--- src/rtl/pipe_stall_ctrl_if.sv ---
// Handshake bundle between the pipeline datapath and its stall/flush controller.
// The datapath is the master: it drives the hazard and memory inputs and consumes the enables.
interface pipe_stall_ctrl_if;
    logic [4:0] id_rs;
    logic [4:0] id_rt;
    logic       id_uses_rt;
    logic       ex_MemRead;
    logic [4:0] ex_wn;
    logic       mem_req;
    logic       mem_ready;
    logic       branch_taken;
    logic       en_pc;
    logic       en_ifid;
    logic       en_idex;
    logic       en_exmem;
    logic       en_memwb;
    logic       flush_ifid;
    logic       flush_idex;
    logic [1:0] ctl_state;
    logic       mem_timeout_err;

    modport master (
        output id_rs, id_rt, id_uses_rt, ex_MemRead, ex_wn,
               mem_req, mem_ready, branch_taken,
        input  en_pc, en_ifid, en_idex, en_exmem, en_memwb,
               flush_ifid, flush_idex, ctl_state, mem_timeout_err
    );

    modport slave (
        input  id_rs, id_rt, id_uses_rt, ex_MemRead, ex_wn,
               mem_req, mem_ready, branch_taken,
        output en_pc, en_ifid, en_idex, en_exmem, en_memwb,
               flush_ifid, flush_idex, ctl_state, mem_timeout_err
    );
endinterface

--- src/rtl/pipe_stall_ctrl.sv ---
// Stall/flush controller for the 5-stage pipeline: load-use stalls, memory waits, branch flushes.
// Define STALL_PERF_CNT_EN to add the saturating stall_cycles performance counter output.
module pipe_stall_ctrl #(
    parameter int MEM_TIMEOUT = 15,
    parameter int WCNT_W      = 8
) (
    input  logic              clk,
    input  logic              rst,
    pipe_stall_ctrl_if.slave  bus
`ifdef STALL_PERF_CNT_EN
    ,
    output logic [31:0]       stall_cycles
`endif
);
    typedef enum logic [1:0] {
        RUN     = 2'd0,
        LDSTALL = 2'd1,
        MWAIT   = 2'd2,
        ERR     = 2'd3
    } state_t;

    state_t              state_q, state_d;
    logic [WCNT_W-1:0]   cnt_q, cnt_d;
    logic                err_q, err_d;
    logic                en_front, en_back;
    logic                flush_ifid_c, flush_idex_c;
    logic                luh, mem_stall;

    assign luh = bus.ex_MemRead && (bus.ex_wn != 5'd0) &&
                 ((bus.ex_wn == bus.id_rs) || (bus.id_uses_rt && (bus.ex_wn == bus.id_rt)));
    assign mem_stall = bus.mem_req && !bus.mem_ready;

    always_comb begin
        state_d      = state_q;
        cnt_d        = cnt_q;
        err_d        = err_q;
        en_front     = 1'b1;
        en_back      = 1'b1;
        flush_ifid_c = 1'b0;
        flush_idex_c = 1'b0;
        case (state_q)
            RUN: begin
                if (mem_stall) begin
                    en_front = 1'b0;
                    en_back  = 1'b0;
                    state_d  = MWAIT;
                    cnt_d    = WCNT_W'(1);
                end else if (bus.branch_taken) begin
                    // The dependent instruction is flushed, so a concurrent load-use is moot.
                    flush_ifid_c = 1'b1;
                    flush_idex_c = 1'b1;
                end else if (luh) begin
                    en_front     = 1'b0;
                    flush_idex_c = 1'b1;
                    state_d      = LDSTALL;
                end
            end
            LDSTALL: begin
                if (mem_stall) begin
                    en_front = 1'b0;
                    en_back  = 1'b0;
                    state_d  = MWAIT;
                    cnt_d    = WCNT_W'(1);
                end else begin
                    state_d = RUN;
                end
            end
            MWAIT: begin
                if (bus.mem_ready) begin
                    cnt_d   = '0;
                    state_d = RUN;
                end else begin
                    en_front = 1'b0;
                    en_back  = 1'b0;
                    if (cnt_q == WCNT_W'(MEM_TIMEOUT)) begin
                        state_d = ERR;
                        err_d   = 1'b1;
                    end else begin
                        cnt_d = cnt_q + WCNT_W'(1);
                    end
                end
            end
            default: begin
                en_front = 1'b0;
                en_back  = 1'b0;
                err_d    = 1'b1;
            end
        endcase
        // Reset must silence the pipeline immediately, not at the next edge.
        if (!rst) begin
            en_front     = 1'b0;
            en_back      = 1'b0;
            flush_ifid_c = 1'b0;
            flush_idex_c = 1'b0;
        end
    end

    always_ff @(posedge clk or negedge rst) begin
        if (!rst) begin
            state_q <= RUN;
            cnt_q   <= '0;
            err_q   <= 1'b0;
        end else begin
            state_q <= state_d;
            cnt_q   <= cnt_d;
            err_q   <= err_d;
        end
    end

    assign bus.en_pc           = en_front;
    assign bus.en_ifid         = en_front;
    assign bus.en_idex         = en_back;
    assign bus.en_exmem        = en_back;
    assign bus.en_memwb        = en_back;
    assign bus.flush_ifid      = flush_ifid_c && en_front;
    assign bus.flush_idex      = flush_idex_c && en_back;
    assign bus.ctl_state       = state_q;
    assign bus.mem_timeout_err = err_q;

`ifdef STALL_PERF_CNT_EN
    logic [31:0] stall_q, stall_d;

    always_comb begin
        stall_d = stall_q;
        if (!en_front && (stall_q != 32'hFFFF_FFFF))
            stall_d = stall_q + 32'd1;
    end

    always_ff @(posedge clk or negedge rst) begin
        if (!rst)
            stall_q <= '0;
        else
            stall_q <= stall_d;
    end

    assign stall_cycles = stall_q;
`endif
endmodule
--- src/flat_wrapper.sv ---
// flat-port wrapper written by rule: the top's interface ports become plain ports
module pipe_stall_ctrl_flat 
#(
    parameter int MEM_TIMEOUT = 15,
    parameter int WCNT_W      = 8
)
  (clk, rst, bus_id_rs, bus_id_rt, bus_id_uses_rt, bus_ex_MemRead, bus_ex_wn, bus_mem_req, bus_mem_ready, bus_branch_taken, bus_en_pc, bus_en_ifid, bus_en_idex, bus_en_exmem, bus_en_memwb, bus_flush_ifid, bus_flush_idex, bus_ctl_state, bus_mem_timeout_err);
  pipe_stall_ctrl_if bus_i ();
  input  logic clk;
  input  logic rst;
  input wire logic [$bits(bus_i.id_rs)-1:0] bus_id_rs;
  input wire logic [$bits(bus_i.id_rt)-1:0] bus_id_rt;
  input wire logic [$bits(bus_i.id_uses_rt)-1:0] bus_id_uses_rt;
  input wire logic [$bits(bus_i.ex_MemRead)-1:0] bus_ex_MemRead;
  input wire logic [$bits(bus_i.ex_wn)-1:0] bus_ex_wn;
  input wire logic [$bits(bus_i.mem_req)-1:0] bus_mem_req;
  input wire logic [$bits(bus_i.mem_ready)-1:0] bus_mem_ready;
  input wire logic [$bits(bus_i.branch_taken)-1:0] bus_branch_taken;
  output wire logic [$bits(bus_i.en_pc)-1:0] bus_en_pc;
  output wire logic [$bits(bus_i.en_ifid)-1:0] bus_en_ifid;
  output wire logic [$bits(bus_i.en_idex)-1:0] bus_en_idex;
  output wire logic [$bits(bus_i.en_exmem)-1:0] bus_en_exmem;
  output wire logic [$bits(bus_i.en_memwb)-1:0] bus_en_memwb;
  output wire logic [$bits(bus_i.flush_ifid)-1:0] bus_flush_ifid;
  output wire logic [$bits(bus_i.flush_idex)-1:0] bus_flush_idex;
  output wire logic [$bits(bus_i.ctl_state)-1:0] bus_ctl_state;
  output wire logic [$bits(bus_i.mem_timeout_err)-1:0] bus_mem_timeout_err;
  assign bus_i.id_rs = bus_id_rs;
  assign bus_i.id_rt = bus_id_rt;
  assign bus_i.id_uses_rt = bus_id_uses_rt;
  assign bus_i.ex_MemRead = bus_ex_MemRead;
  assign bus_i.ex_wn = bus_ex_wn;
  assign bus_i.mem_req = bus_mem_req;
  assign bus_i.mem_ready = bus_mem_ready;
  assign bus_i.branch_taken = bus_branch_taken;
  assign bus_en_pc = bus_i.en_pc;
  assign bus_en_ifid = bus_i.en_ifid;
  assign bus_en_idex = bus_i.en_idex;
  assign bus_en_exmem = bus_i.en_exmem;
  assign bus_en_memwb = bus_i.en_memwb;
  assign bus_flush_ifid = bus_i.flush_ifid;
  assign bus_flush_idex = bus_i.flush_idex;
  assign bus_ctl_state = bus_i.ctl_state;
  assign bus_mem_timeout_err = bus_i.mem_timeout_err;
  pipe_stall_ctrl #(.MEM_TIMEOUT(MEM_TIMEOUT), .WCNT_W(WCNT_W)) u_core (.clk(clk), .rst(rst), .bus(bus_i));
endmodule
--- config.mk ---
export PLATFORM = sky130hd
export DESIGN_NAME = pipe_stall_ctrl_flat
export DESIGN_NICKNAME = d
export VERILOG_FILES = /design/src/rtl/pipe_stall_ctrl_if.sv /design/src/rtl/pipe_stall_ctrl.sv /design/src/flat_wrapper.sv
export SDC_FILE = /design/constraint.sdc
export NUM_CORES = 1
export LEC_CHECK = 0
export ABC_AREA = 1
export CAP_MARGIN = 20
export CORE_MARGIN = 4
export CORE_UTILIZATION = 40
export CTS_CLUSTER_DIAMETER = 30
export DETAILED_ROUTE_END_ITERATION = 10
export PLACE_DENSITY = 0.66
export SYNTH_ARGS = -nofsm -noshare
export SYNTH_HDL_FRONTEND = slang
export SYNTH_SLANG_ARGS = --single-unit
--- constraint.sdc ---
create_clock -name clk -period 1.7 [get_ports clk]
set_input_delay 0.255 -clock clk [delete_from_list [all_inputs] [get_ports clk]]
set_output_delay 0.255 -clock clk [all_outputs]
set_load 0.05 [all_outputs]
---- Yosys cells after proc, flatten, opt, wreduce, memory -nomap -nowiden ----
Index checks and enable logic that the tools add are counted.
word-level totals
  flip-flop bits (word level) ............. 11
  input bits .............................. 22
  output and inout port bits .............. 10
  logic and storage cells ................. 65
cells by class
  add/sub/neg operators ................... 1
  eq/ne operators ......................... 12
  mux-type cells .......................... 32
  bitwise operators ....................... 1
  reduce and logical (&&, ||, !) cells .... 16
operator list
  kind                                                                      number
  8-bit two-way mux                                                         3
  1-bit two-way mux                                                         18
  8-bit case mux with 2 select lines                                        1
  2-bit two-way mux                                                         6
  5-bit equality test                                                       2
  8-bit by 1-bit adder with 8-bit output (second input constant)            1
  8-bit by 4-bit equality test with 1-bit output (second input constant)    1
  1-bit logical AND                                                         6
  3-bit by 2-bit inequality test with 1-bit output (second input constant)  2
  2-bit case mux with 3 select lines                                        1
  3-bit AND reduction                                                       2
  5-bit nonzero test                                                        1
  2-bit by 1-bit inequality test with 1-bit output (second input constant)  2
  1-bit case mux with 2 select lines                                        2
  4-bit AND reduction                                                       1
  3-bit by 1-bit inequality test with 1-bit output (second input constant)  1
  3-bit inequality test (second input constant)                             1
  1-bit case mux with 3 select lines                                        1
  3-bit nonzero test                                                        1
  2-bit by 1-bit equality test with 1-bit output (second input constant)    1
  2-bit equality test (second input constant)                               1
  2-bit logical NOT                                                         1
  2-bit inequality test (second input constant)                             1
  2-bit nonzero test                                                        1
  4 further kinds                                                           4

---- Logic depth before layout (Yosys ltp) ----
Gate-level depths: netlist (run 1).
  depth in word-level cells ............... 10
  mapped depth ............................ 12
  depth with buffers taken out ............ 11

---- Least setup slack after synthesis (run 1) ----
Ideal clock, no wire load.
  path type ............................... reg2out
  start point ............................. register u_core.state_q[0], in the netlist u_core.bus.ctl_state[0]
  end point ............................... output bus_en_pc
  arrival ................................. 2.663 ns
  data required time ...................... 1.445 ns
  slack ................................... -1.218 ns
  stages on the path, launching flop included .. 6
  path buffers ............................ 1
  cell sequence ........................... dfrtp_1 ha_1 nor2_1 nand2_1 o21ai_0 buf_4
on the way
  longest elaborated chain between the ends .. 3
  elaborated cells between the ends (all ways) .. 5
ends and longest elaborated chain
  item                                         line                    RTL
  start: declaration                           pipe_stall_ctrl.sv:22   state_t state_q, state_d;
  start signal: assignment                     pipe_stall_ctrl.sv:104  state_q <= state_d;
  2-bit equality test (tied with other cells)  pipe_stall_ctrl.sv:41   case (state_q)
  1-bit case mux with 3 select lines *         pipe_stall_ctrl.sv:41
  1-bit two-way mux *                          pipe_stall_ctrl.sv:90   if (!rst) begin
  end: declaration                             flat_wrapper.sv:19      output wire logic [$bits(bus_i.en_pc)-1:0] bus_en_pc;
Every way passes the cells marked *; elsewhere a longest branch is shown, timed or not.

---- Worst setup path after layout (run 1) ----
  start point ............................. register u_core.state_q[0], in the netlist u_core.bus.ctl_state[0]
  end point ............................... output bus_en_idex
on the way
  longest elaborated chain between the ends .. 4
  elaborated cells between the ends (all ways) .. 6
ends and longest elaborated chain
  item                                                                                 line                   RTL
  2-bit by 1-bit equality test with 1-bit output or 2-bit logical NOT (tied branches)  pipe_stall_ctrl.sv:41
  2-bit OR reduction (no line)                                                         n/a
  1-bit case mux with 2 select lines *                                                 pipe_stall_ctrl.sv:41
  1-bit two-way mux *                                                                  pipe_stall_ctrl.sv:90
  end: declaration                                                                     flat_wrapper.sv:21     output wire logic [$bits(bus_i.en_idex)-1:0] bus_en_idex;
Marked as above.

==> impl_summary.md, run 1 <==
Finish
Compared with the post-synthesis result, the final layout area differs by 70.8%. The number of filler cells placed in the layout is 205. The share of post-route cells with drive strength above 1 is roughly 34%. The multi-input gate area in the final layout is between 700 and 800 um^2.

Across the whole layout, storage elements account for 278 um^2. The final layout contains about 250 nets. The number of antenna diodes is 0. Excluding fillers, the count of instances in the completed layout stands at 249.

Placement
Buffers placed on the I/O ports in this run total 31. The total instance count after detailed placement is between 200 and 250. The half-perimeter wire length of the detailed placement result is between 2 and 2.5 mm.

The congestion estimate from routability-driven global placement came to between 0.8 and 0.9.

Setup path
In this design, the largest share of critical-path delay is due to flip-flops. In this run the worst setup path begins at u_core.bus.ctl_state[0]. By startpoint and endpoint, the worst setup path is classified as flip-flop to output port.

The endpoint of the most critical setup path is bus_en_idex. The number of cells on the worst reg-to-reg path is 8. In this run the worst path has a maximum fanout of 5.

The peak per-stage delay on the critical path is 0.47 ns. The critical path capture point type is an output port. The worst flop-to-flop path startpoint is u_core.bus.ctl_state[0]. Traced cell by cell, the critical path runs through buf_4 > ha_2 > nor3_4 > nor2_4 > buf_12. The required time at the worst-slack endpoint is 1.44 ns. The internal reg-to-reg setup slack is 0.09 ns. The worst setup path is launched from a flip-flop. In this run the critical register-to-register path is captured at u_core.cnt_q[6].

The cell with the largest stage delay on the worst path is dfrtp_2. The number of buffers and inverters on the critical path is 2. Data on the critical path arrives at its endpoint at between 1.5 and 2 ns. The critical path depth is 5.

Clock tree
The clock reaches the later pin of the worst-skew pair after between 0.2 and 0.3 ns. The post-cts hold buffer count is 0. The clock drives 11 sinks.

The CTS clock-pin slew for the worst setup and hold paths is 0.08 ns. In this run the number of H-tree levels came out at 1. The tree is rooted in a clkbuf_4.

The maximum root-to-sink buffer count is 2. The number of clock buffers inserted by TritonCTS is 3. The CTS tree is done.

Routing
After detailed routing, the average wire length per cell comes to about 12 um. Dividing the detail-routed via count by the number of cells gives 4.76. The final routed DRC violation total is 0. The detailed router finished its first iteration with 72 violations.

The first-pass detailed-route iteration total is 4. The final antenna-violating net count is 0. The routed layout has approximately 1200 vias. The detailed-route wire length is 2.96 mm.

Logic synthesis
The number of enable-type register cells in the synthesized netlist is 0. The proportion of synthesized chip area in sequential cells is between 20% and 30%. Counting instances in the post-synthesis netlist gives the leading cell types as nand2_1 (51), inv_1 (31), nor2_1 (20), dfrtp_1 (11), nand3_1 (10). Each instance of the synthesized netlist takes up on average ~6.3 um^2. Yosys attributes the largest share of cell area to dfrtp_1 (26%), nand2_1 (18%), inv_1 (11%).

Of all cell types, the one taking the most synthesized area is dfrtp_1. For this run, the leading register cell type out of synthesis is dfrtp_1. The count of state elements after synthesis is 11. The post-synthesis cell type count is 26.

Counting every instance in the synthesized netlist gives ~170. By instance count, the leading cell after synthesis is nand2_1. For this run, asynchronously set or reset flops after synthesis account for 100%. In this run the cell area of the synthesized design comes to approximately 0.0011 mm^2. The number of nets in the synthesized netlist is between 150 and 200.

The number of warning messages in the yosys log is 0. The area share of the largest cell type after synthesis is 26.2%.

Global route
The via count of the first global-routing pass came to between 1000 and 1500. Entering global routing, the biggest net connects 12 pins. The number of antenna violations at the first check in global routing is 0. The first global-routing pass estimated about 5.0 mm of wire.

The total overflow left after global routing is 0. Global routing used roughly a fifth of the available tracks across all layers.

Timing
Based on the critical path, the design can be clocked at up to 0.530 GHz. The clock arrives with approximately 0.0056 ns of skew. The tightest hold path in the finished design has a slack of 0.316 ns. The number of hold-slack violations in the final timing report was 0. The total count of max-transition violations in the final report came to 0. The accumulated negative setup slack is -1.21 ns.

The worst max-slew margin expressed relative to the limit is between 80% and 90%. The count of endpoints failing setup in the final report is 7. The slack of the critical path is -0.189 ns. The routed design could run at a clock period as short as ~1.9 ns.

Setup repair after global routing could not meet its margin everywhere. The final critical path takes up 111% of the cycle. The measured slew at the worst slew-check pin is between 0.2 and 0.25 ns.

Run status
The run finished, with violations left. The final reports fail on negative setup slack.

Pwr
Overall power consumption after layout is estimated at approximately 2.2 mW. The largest voltage drop on the vdd net is between 0.001 and 0.0015 V. Power spread over the standard cell area amounts to roughly 1200 mW/mm^2.

The leakage power total is roughly 0.97 nW.

Die
Measured along the x axis, the die boundary spans approximately 59 um. In this run the vertical extent of the chip is approximately 59 um. The total area inside the core boundary comes to 0.00250 mm^2. In this run the count of I/O pins placed on the die edge is 32. The die covers around 0.0035 mm^2.

Row generation in the floorplan step produced 18 rows. The effective utilization at floorplan is 42.0%.

Job
The number of max-cap violations is 0.

Worst hold path
The class of the most critical hold timing path is input pin to asynchronous set/reset pin.
layout make-up:
class	instances	share of cell area [%]
well taps	30	2.09
repair buffers	50	29.2
clock buffers	3	1.25
multi-input cells	121	44.3
flip-flops and latches	11	15.5
clock inverters	1	0.279
inverters	33	7.46
power breakdown:
part / internal [mW] / leakage (nW) / total (mW) / switching [mW]
Clock: 0.0875 / 0.0177 / 0.190 / 0.102
Combinational: 0.737 / 0.809 / 1.63 / 0.891
Sequential: 0.307 / 0.140 / 0.370 / 0.0640
Total: 1.13 / 0.967 / 2.19 / 1.06
worst register-to-register path, delay by kind of cell, from the launching register on:
kind,cells,cell delay (ns)
AOI/OAI and AO/OA,2,0.29
DFF,1,0.47
adders and majority gates,1,0.23
and+or+nand+nor,3,0.26
buffers and inverters,2,0.25
per-stage QoR:
step	util, %	area (um^2)	setup slack (ns)
2_1_floorplan	-	1180	-0.131
3_3_place_gp	65.5	1640	-0.289
4_1_cts	68.7	1720	-0.204
6_report	71.8	1800	-0.189
3_5_place_dp	65.5	1640	-0.352
5_1_grt	71.8	1800	-0.268
flip-flops by register name (all words and copies together) (netlist names):
| signal | flops |
|---|---|
| u_core.cnt_q | 8 |
| u_core.bus.ctl_state | 2 |
| u_core.bus.mem_timeout_err | 1 |
worst min path at each step:
stage / start / endpoint / slack, ns
floorplan: rst / u_core.bus.ctl_state[0] / -0.04
global placement: u_core.bus.mem_timeout_err / u_core.bus.mem_timeout_err / 0.45
detailed placement: u_core.bus.mem_timeout_err / u_core.bus.mem_timeout_err / 0.46
CTS: rst / u_core.bus.mem_timeout_err / 0.31
global route: rst / u_core.bus.mem_timeout_err / 0.31
finish: rst / u_core.bus.mem_timeout_err / 0.32
logic make-up after synthesis:
| group | count (synthesis) | synth area share, % |
|---|---|---|
| simple gates | 99 | 43.9 |
| compound gates | 15 | 8.10 |
| flops | 11 | 26.2 |
| buf+inv | 36 | 14.2 |
| xor+xnor | 2 | 1.67 |
| fa+ha+maj | 5 | 5.95 |
cell usage in the layout, fill, tap and decap left out, types with 4 or more instances in the layout:
master           netlist  routed
dlygate4sd2_1          0       7
buf_4                  3      22
inv_2                  1       5
clkdlybuf4s50_1        0       7
nand2_1               51      43
buf_12                 0       7
nand4_1                4       4
nor3_4                 0       4
nand3_1               10      10
nor2_4                 1       4
dlymetal6s2s_1         0       7
inv_1                 31      25
nand2_2                4      10
dfrtp_1               11       9
nor2_1                20      17
o21ai_0                6       5
repair_timing:
item,CTS,global route
pin swaps,10,11
cloned,0,0
buffers inserted,6,2
resized for setup,13,19
endpoints found under the setup margin,7,9
routing by layer:
metal	up-vias	GRT usage, %	share of wire (%)
met2	22	33.2	51
li1	617	-	-
met4	0	4.85	1.1
met1	542	23.0	42
met5	-	0	0
met3	4	4.14	5.5
Note: power is estimated with default switching activity, not from simulation.
==> inputs of run 2 (changes only) <==
Settings changed: CELL_PAD_IN_SITES_DETAIL_PLACEMENT set to 1, CELL_PAD_IN_SITES_GLOBAL_PLACEMENT set to 1, CORE_UTILIZATION 40 to 31, PLACE_DENSITY 0.66 to 0.74.
==> run 2 against run 1 <==
Net effect: the flow still finishes with violations (negative setup slack); routed wire length is 19% higher; clock power is 3% lower; fmax is 0.80% higher; total power is 2.9% higher; utilization is 15 points lower; flip-flop and latch count stayed put; critical path depth is 1 higher; setup slack better by 0.015 ns; combinational power is 5% higher; sequential power is 3% lower; first-iteration DRC count is 57% lower; die area is 25% higher; critical endpoint is now bus_en_memwb; highest routed layer unchanged.
==> impl_summary.md, run 2 (synthesis results as in run 1) <==
Run status
The run finished, with violations left. The final reports fail on negative setup slack.

Finish
The top register by number of flip-flops is u_core.cnt_q. The layout has 418 filler cells. The finished layout cell area is roughly 0.0018 mm^2. The synthesis-to-layout area growth is 70.0%.

In the final design database the tool counted approximately 250 nets. Cells with a size suffix above 1 make up ~31% of the layout. The number of flip-flops in the largest register is 8. 0 antenna diodes ended up in the layout. The count of placed standard cells in the final layout, fillers left out is ~270. The most common cell after layout, fill and taps aside is nand2_1.

Leaving out fill and tap cells, the most frequent cells in the layout are nand2_1 (46), inv_1 (28), buf_4 (20).

Global route
Entering global routing, the biggest net connects 12 pins. After global routing the overflow that remains totals 0. The number of antenna violations at the first check in global routing is 0. The first global-routing pass estimated 5.82 mm of wire. The via count of the first global-routing pass is approximately 1300. The overall track demand over capacity in global routing is between 10% and 20%.

Placement
Once placement finished, the instance area stood at about 0.0016 mm^2. Buffers placed on the I/O ports in this run total 31. At the end of routability-driven placement, the weighted congestion stood at approximately 0.74. The pre-CTS setup slack is -0.353 ns. The total instance count after detailed placement is 249. The half-perimeter wire length of the detailed placement result is 2.84 mm.

Setup path
The category of the worst setup path launch point is a flip-flop. The worst register-to-register path has a setup slack of 0.10 ns. The arrival time of the worst setup path is between 1.5 and 2 ns. The required time at the worst-slack endpoint is roughly 1.4 ns. The startpoint-to-endpoint class of the critical path is flip-flop to output port. For the worst flop-to-flop path, the logic depth is 9.

In this run the critical register-to-register path is captured at u_core.cnt_q[5]. The first element of the critical path is u_core.bus.ctl_state[0]. Along the worst path, the maximum fanout reaches 4.

The most critical setup path has its endpoint at bus_en_memwb. The critical path capture point type is an output port. The startpoint identified for the worst register-to-register timing path is u_core.bus.ctl_state[0].

Die
The area of the core is approximately 0.0032 mm^2. In this run the horizontal extent of the chip is 66.2 um. Row generation in the floorplan step produced 20 rows. The overall die height is between 60 and 70 um.

The die covers roughly 0.0044 mm^2. 32 I/O pins were placed. The initial utilization of the core area, before any placement, comes to between 30 and 40%.

Timing
Timing would allow up to ~0.53 GHz. The minimum period implied by the final worst setup slack is about 1.9 ns. Setup repair after global routing could not meet its margin everywhere. The measured slew at the worst slew-check pin is between 0.2 and 0.3 ns. After layout, the worst path uses 110% of the clock period.

The worst max-slew margin expressed relative to the limit is around four fifths. The number of hold-slack violations in the final timing report is 0. The total count of max-transition violations in the final report was 0. Once routing completed, OpenROAD measured the worst setup slack at -0.174 ns. The setup skew after layout is between 0.007 and 0.008 ns.

Final hold analysis gives a worst-case slack of between 0.3 and 0.4 ns. The count of endpoints failing setup in the final report is 7.

Routing
The pre-antenna-repair detailed-routing pass consisted of 4 iterations. The average via count per standard cell is 4.65. The final routed DRC violation total is 0. The final layout contains routed wiring with a total length of 3.52 mm. The via count is roughly 1200. For this block, the initial DRC count from the detailed router was 31.

Dividing the detail-routed wire length by the instance count gives between 10 and 15 um. The final antenna-violating net count is 0.

Clock tree
The tree is rooted in a clkbuf_4. At the later pin of the worst-skew pair, clock insertion delay measures 0.27 ns. The post-cts hold buffer count is 0. In this run, CTS created clock tree buffers numbering 3. The clock passes through at most 2 buffers. After clock tree synthesis, the clock-pin slew on the worst setup and hold paths is 0.08 ns.

CTS built an H-tree with a depth of 1. The CTS tree is done. Clock tree synthesis found a total of 11 sinks.

Worst hold path
The class of the most critical hold timing path is input pin to asynchronous set/reset pin.

Pwr
The leakage power total is about 0.92 nW. The sum of internal, switching and leakage power is roughly 2.3 mW. The largest voltage drop on the vdd net is between 0.0007 and 0.0008 V. The power per standard cell area is between 1000 and 1500 mW/mm^2.

Job
Across the run, the number of max-cap violations was 0.
run 2: worst max-delay path, stage by stage, from the launching register on:
cell,delay [ns]
dfrtp_2,0.45
buf_6,0.13
ha_4,0.16
nor2_4,0.11
nand2_4,0.10
nor2_4,0.22
buf_12,0.17
run 2: worst min path at each step:
stage                                 endpoint  slack, ns  depth (start not counted)                  startpoint
floorplan              u_core.bus.ctl_state[0]      -0.04                          0                         rst
global placement    u_core.bus.mem_timeout_err       0.45                          1  u_core.bus.mem_timeout_err
detailed placement  u_core.bus.mem_timeout_err       0.45                          1  u_core.bus.mem_timeout_err
CTS                 u_core.bus.mem_timeout_err       0.31                          2                         rst
global route                   u_core.cnt_q[3]       0.30                          2                         rst
finish              u_core.bus.mem_timeout_err       0.30                          2                         rst
run 2: timing repair:
action	4_1_cts	5_1_grt
setup endpoints to repair	8	9
pin swaps	11	10
gates resized for setup	19	7
buffers inserted	9	5
run 2: per-layer routing:
| metal | part of all wire (%) | vias to the layer above | track usage (%) |
|---|---|---|---|
| met3 | 4.9 | 2 | 4.76 |
| met5 | 0 | - | 0 |
| li1 | - | 624 | - |
| met4 | 0.23 | 0 | 2.28 |
| met2 | 54 | 20 | 31.4 |
| met1 | 41 | 587 | 20.0 |
run 2: where the power goes:
group	switching [mW]	internal, mW
Clock	0.0937	0.0909
Sequential	0.0527	0.307
Combinational	0.930	0.778
Total	1.08	1.18
run 2: final cells by class:
| cell class | count | area (um^2) | area share, % |
|---|---|---|---|
| flip-flops and latches | 11 | 278 | 15.5 |
| repair buffers | 52 | 528 | 29.6 |
| multi-input cells | 121 | 768 | 43.0 |
| inverters | 33 | 131 | 7.35 |
| clock buffers | 4 | 26.3 | 1.47 |
| well taps | 44 | 55.1 | 3.08 |
run 2: metrics by stage:
stage                     utilization, %  TNS [ns]
final                               56.7     -1.14
after global routing                56.7     -1.90
after CTS                           55.0     -1.46
after detailed placement            52.0     -1.97
after global placement              52.0     -1.45
after floorplan                        -    -0.400
